$ cat src/rtl/qsquare_mult_pipe_if.sv
// Valid/ready operand and result bus of the quarter-square multiplier pipeline.
// The master drives operands and out_ready; the slave (the multiplier) returns results.
interface qsquare_mult_pipe_if #(
  parameter int W    = 16,
  parameter int FULL = 1
);
  localparam int OW = (FULL != 0) ? 2 * W : W;

  logic          in_valid;
  logic          in_ready;
  logic [W-1:0]  a;
  logic [W-1:0]  b;
  logic          out_valid;
  logic          out_ready;
  logic [OW-1:0] p;
  logic [1:0]    inflight;

  modport master (
    output in_valid, a, b, out_ready,
    input  in_ready, out_valid, p, inflight
  );

  modport slave (
    input  in_valid, a, b, out_ready,
    output in_ready, out_valid, p, inflight
  );
endinterface

$ cat src/rtl/qsquare_mult_pipe.sv
// Three-stage unsigned multiplier using the quarter-square identity
// a*b = ((a+b)^2 - (a-b)^2) / 4, with a single global stall on output backpressure.
module qsquare_mult_pipe #(
  parameter int W    = 16,
  parameter int FULL = 1
) (
  input logic                 clk,
  input logic                 rst_n,
  qsquare_mult_pipe_if.slave  bus
);
  localparam int OW = (FULL != 0) ? 2 * W : W;

  logic            v1_q, v1_d, v2_q, v2_d, v3_q, v3_d;
  logic [W:0]      sum_q, sum_d;
  logic [W-1:0]    diff_q, diff_d;
  logic [2*W+1:0]  sq_s_q, sq_s_d;
  logic [2*W-1:0]  sq_d_q, sq_d_d;
  logic [OW-1:0]   p_q, p_d;
  logic [1:0]      inflight_q, inflight_d;
  logic [2*W+1:0]  delta;
  logic            adv;

  // The whole pipe moves together: any free slot at the output lets every stage shift.
  assign adv = !v3_q || bus.out_ready;

  always_comb begin
    // NOTE: every next-state signal gets its hold value first so no path leaves it unassigned (no latches).
    v1_d       = v1_q;
    v2_d       = v2_q;
    v3_d       = v3_q;
    sum_d      = sum_q;
    diff_d     = diff_q;
    sq_s_d     = sq_s_q;
    sq_d_d     = sq_d_q;
    p_d        = p_q;
    inflight_d = inflight_q;
    delta      = sq_s_q - {2'b00, sq_d_q};

    if (adv) begin
      v1_d       = bus.in_valid;
      v2_d       = v1_q;
      v3_d       = v2_q;
      sum_d      = {1'b0, bus.a} + {1'b0, bus.b};
      diff_d     = (bus.a >= bus.b) ? (bus.a - bus.b) : (bus.b - bus.a);
      sq_s_d     = {{(W+1){1'b0}}, sum_q} * {{(W+1){1'b0}}, sum_q};
      sq_d_d     = {{W{1'b0}}, diff_q} * {{W{1'b0}}, diff_q};
      // An empty stage 3 loads zero so p reads 0 whenever out_valid is low.
      p_d        = v2_q ? delta[OW+1:2] : '0;
      inflight_d = {1'b0, bus.in_valid} + {1'b0, v1_q} + {1'b0, v2_q};
    end
  end

  always_ff @(posedge clk) begin
    // NOTE: data registers are cleared along with the valid bits; the reset is synchronous so this costs no async fan-out.
    if (!rst_n) begin
      v1_q       <= 1'b0;
      v2_q       <= 1'b0;
      v3_q       <= 1'b0;
      sum_q      <= '0;
      diff_q     <= '0;
      sq_s_q     <= '0;
      sq_d_q     <= '0;
      p_q        <= '0;
      inflight_q <= '0;
    end else begin
      // NOTE: non-blocking assignments so every stage samples its predecessor's pre-edge value.
      v1_q       <= v1_d;
      v2_q       <= v2_d;
      v3_q       <= v3_d;
      sum_q      <= sum_d;
      diff_q     <= diff_d;
      sq_s_q     <= sq_s_d;
      sq_d_q     <= sq_d_d;
      p_q        <= p_d;
      inflight_q <= inflight_d;
    end
  end

  assign bus.in_ready  = adv;
  assign bus.out_valid = v3_q;
  assign bus.p         = p_q;
  assign bus.inflight  = inflight_q;

  // (a+b)^2 - (a-b)^2 = 4ab: never negative and always a multiple of four.
  a_exact_quarter : assert property (
    @(posedge clk) disable iff (!rst_n)
    v2_q |-> ((sq_s_q >= {2'b00, sq_d_q}) && (delta[1:0] == 2'b00))
  );
endmodule

$ cat src/flat_wrapper.sv
// flat-port wrapper written by rule: the top's interface ports become plain ports
module qsquare_mult_pipe_flat 
#(
  parameter int W    = 16,
  parameter int FULL = 1
)
  (clk, rst_n, bus_in_valid, bus_a, bus_b, bus_out_ready, bus_in_ready, bus_out_valid, bus_p, bus_inflight);
  qsquare_mult_pipe_if #(.W(W), .FULL(FULL)) bus_i ();
  input logic clk;
  input logic rst_n;
  input wire logic [$bits(bus_i.in_valid)-1:0] bus_in_valid;
  input wire logic [$bits(bus_i.a)-1:0] bus_a;
  input wire logic [$bits(bus_i.b)-1:0] bus_b;
  input wire logic [$bits(bus_i.out_ready)-1:0] bus_out_ready;
  output wire logic [$bits(bus_i.in_ready)-1:0] bus_in_ready;
  output wire logic [$bits(bus_i.out_valid)-1:0] bus_out_valid;
  output wire logic [$bits(bus_i.p)-1:0] bus_p;
  output wire logic [$bits(bus_i.inflight)-1:0] bus_inflight;
  assign bus_i.in_valid = bus_in_valid;
  assign bus_i.a = bus_a;
  assign bus_i.b = bus_b;
  assign bus_i.out_ready = bus_out_ready;
  assign bus_in_ready = bus_i.in_ready;
  assign bus_out_valid = bus_i.out_valid;
  assign bus_p = bus_i.p;
  assign bus_inflight = bus_i.inflight;
  qsquare_mult_pipe #(.W(W), .FULL(FULL)) u_core (.clk(clk), .rst_n(rst_n), .bus(bus_i));
endmodule
$ cat config.mk
export PLATFORM = sky130hd
export DESIGN_NAME = qsquare_mult_pipe_flat
export DESIGN_NICKNAME = d
export VERILOG_FILES = /design/src/rtl/qsquare_mult_pipe_if.sv /design/src/rtl/qsquare_mult_pipe.sv /design/src/flat_wrapper.sv
export SDC_FILE = /design/constraint.sdc
export NUM_CORES = 1
export LEC_CHECK = 0
export ABC_AREA = 1
export BUFFER_PORTS_ARGS = -buffer_cell sky130_fd_sc_hd__clkbuf_2
export CORE_ASPECT_RATIO = 0.5
export CORE_MARGIN = 5
export CORE_UTILIZATION = 55
export DETAILED_ROUTE_END_ITERATION = 10
export HOLD_SLACK_MARGIN = 0.02
export MAX_ROUTING_LAYER = met4
export PLACE_DENSITY = 0.7
export SLEW_MARGIN = 20
export SYNTH_ARGS = -nofsm -noshare
export SYNTH_HDL_FRONTEND = slang
export SYNTH_SLANG_ARGS = --single-unit
$ cat constraint.sdc
create_clock -name clk -period 6.6 [get_ports clk]
set_clock_uncertainty 0.2 [all_clocks]
set_input_delay 0.33 -clock clk [delete_from_list [all_inputs] [get_ports clk]]
set_output_delay 0.33 -clock clk [all_outputs]
set_load 0.005 [all_outputs]
==> results.json <==
{
  "status": "finished, final reports clean",
  "setup_viol": 0,
  "fin_ws_ps": 294,
  "via_count": 23200,
  "tns_ps": 0,
  "ys_types": 46,
  "fmax_mhz": 159,
  "wl_um": 80400,
  "cp-start-kind": "flip-flop",
  "reg2reg_depth": 21,
  "ioPinCount": 72,
  "p_leak_nw": 16.8,
  "post-cts-setup-buffer-count": 0,
  "worstPathMaxFanout": 11,
  "rr_startpoint": "u_core.diff_q[13]$_SDFFE_PN0P_",
  "clkLatencyLatePin_ps": 480,
  "place_inst": 4335,
  "finalHoldViolCount": 0,
  "syn_to_final_growth_pct": 6.09,
  "synth_fp_nets": 4383,
  "gp_congestion": 1.01,
  "min_from": "bus_a[0]",
  "yosys_warnings": 0,
  "row_count": 56,
  "ys_seq_elements": 131,
  "grt_setup_unrepaired": "no",
  "crit_type": "reg2reg",
  "power_mw": 9.41,
  "track_usage": 0.327,
  "grt_first_pass_wirelength_um": 128000,
  "synth_edf_count": 0,
  "r2r_setup_slack_ps": 290,
  "grt.overflow.total": 0,
  "period_share": 0.956,
  "die_x_um": 317,
  "dp_slack_ps": 186,
  "clkTransAtPathRegs_ps": 80,
  "drtPass1Iterations": 6,
  "synth-async-reset-ratio": 0,
  "max-cap-violations": 0,
  "wl_per_cell_um": 18.4,
  "dpl.hpwl_um": 67500,
  "synth.largest_area_cell": "fa_1",
  "hold_path_class": "in2reg",
  "drt_iter0_markers": 2102,
  "yosysSeqAreaShare": 0.101,
  "synth_top_area_frac": 0.277,
  "cts_tree": "yes",
  "numCtsBuffers": 17,
  "synth_ff_type": "dfxtp_1",
  "post-synth-top-count-cell": "inv_1",
  "grt_max_degree": 70,
  "endpoint_kind": "flip-flop",
  "stdcell_count": 4370,
  "grt_pass1_vias": 23100,
  "arrival_ps": 6480,
  "clk_path_buf_depth": 2,
  "powerDensity_nw_per_um2": 342,
  "stdcell_area_um2": 27500,
  "die_y_um": 164,
  "numPortBuffers": 71,
  "h-tree-depth": 4,
  "start_util": 0.555,
  "report.final.slew_viol_count": 0,
  "min_period_ps": 6310,
  "dpl_cell_area_um2": 26900,
  "cts-root-buf": "clkbuf_16",
  "slew_headroom": 0.407,
  "worstReg2RegEnd": "u_core.sq_d_q[30]$_SDFFE_PN0P_",
  "drive_above_1_share": 0.0488,
  "max_slew.worst_pin.slew_ps": 890,
  "synth_area_um2": 26000,
  "synth.area.top_cells": "fa_1 28%, inv_1 14%, ha_1 14%, nand2_1 13%, dfxtp_1 10%",
  "ir_worst_vdd_uv": 210,
  "finish.net_count": 4396,
  "coreArea_um2": 46700,
  "crit_required_ps": 6770,
  "grt_antenna_before_repair": 2,
  "syn_area_per_cell_um2": 7.01,
  "vias_per_cell": 5.30,
  "ys_top_cells_by_count": "973 x inv_1, 880 x nand2_1, 359 x fa_1",
  "syn-instance-count": 3704,
  "cts.sinks": 131,
  "drcViolationCount": 0,
  "hold_end": "u_core.sum_q[0]$_SDFFE_PN0P_",
  "antenna_left": 0,
  "design.die.area_um2": 51900,
  "hold_depth": 3
}
## flip-flops by register name, summed over array words and instances, names as in the netlist
name / count
u_core.v2_q: 1
u_core.v1_q: 1
u_core.diff_q: 15
u_core.sq_d_q: 30
u_core.bus.p: 32
u_core.sq_s_q: 32
u_core.bus.out_valid: 1
u_core.bus.inflight: 2
u_core.sum_q: 17
## cell usage in the layout (no fill, tap or decap), types with 12 or more instances in the layout
cell type and n:
a21o_1 12, a21oi_1 192, buf_4 42, clkbuf_16 17
clkbuf_2 71, dfxtp_1 125, fa_1 359, ha_1 284
inv_1 972, nand2_1 880, nand3_1 159, nand4_1 27
nor2_1 200, nor3_1 27, o211ai_1 16, o21ai_0 159
o21bai_1 33, xnor2_1 14, xor2_1 52
## report_power, final
group | switching (mW) | internal (mW)
clock network | 0.514 | 0.514
registers | 0.204 | 0.975
logic | 4.81 | 2.40
total | 5.52 | 3.89
## cells by family (layout without fill, tap and decap cells)
kind of cell	after synthesis	after routing	share of synthesized area
AO/OA/AOI/OAI	440	440	0.0932
XOR/XNOR	66	66	0.0223
adder cells (fa/ha/maj)	643	643	0.414
buffers and inverters	1098	1124	0.162
flip-flops	131	131	0.101
other	1	3	0.000144
AND/OR/NAND/NOR	1325	1325	0.208
## layout make-up
class,count,area (µm²)
diodes,2,5.00
clock buffers,17,425
fillers,4497,19200
flip-flops and latches,131,2630
clock inverters,15,186
inverters,978,3680
repair buffers,114,681
multi-input cells,2475,19100
well taps,638,798
## critical path, cell delays in order, from the launching register on
cell     delay, ps
dfxtp_1        720
nand2_1        240
fa_1           530
fa_1           550
inv_1           60
fa_1           490
fa_1           520
fa_1           500
inv_1           50
fa_1           470
inv_1           50
ha_1           390
a21oi_1        240
o21ai_0        240
a21oi_1        370
nor2_1          70
nor2_1         140
nand2_1         70
nand2_1         60
nand3_1         80
nand2_1        110
inv_1           40
## stage by stage
stage               hold WS, ps  utilization
floorplan                   235            -
global placement            254        0.576
detailed placement          261        0.576
CTS                        57.3        0.589
global route               92.4        0.589
finish                     77.1        0.589
## routing by layer
layer,part of all wire,vias up,global-route usage
li1,-,11100,-
met1,0.48,11100,0.476
met2,0.42,866,0.474
met3,0.092,82,0.0728
met4,0.015,0,0.0597
met5,0,-,-
## how the worst max path moves through the flow
| stage | from | endpoint | depth (start not counted) |
|---|---|---|---|
| final | u_core.diff_q[13]$_SDFFE_PN0P_ | u_core.sq_d_q[30]$_SDFFE_PN0P_ | 21 |
| after global routing | u_core.sum_q[3]$_SDFFE_PN0P_ | u_core.sq_s_q[18]$_SDFFE_PN0P_ | 22 |
| after CTS | u_core.diff_q[9]$_SDFFE_PN0P_ | u_core.sq_d_q[19]$_SDFFE_PN0P_ | 21 |
| after detailed placement | u_core.diff_q[9]$_SDFFE_PN0P_ | u_core.sq_d_q[19]$_SDFFE_PN0P_ | 21 |
| after global placement | u_core.diff_q[9]$_SDFFE_PN0P_ | u_core.sq_d_q[19]$_SDFFE_PN0P_ | 21 |
| after floorplan | u_core.diff_q[13]$_SDFFE_PN0P_ | u_core.sq_d_q[30]$_SDFFE_PN0P_ | 23 |
## timing repair
item	in CTS	in global routing
endpoints found under the setup margin	0	15
hold buffers	1	0
gates resized for setup	0	7
hold endpoints to repair	1	0
(Power assumes the default switching activity.)
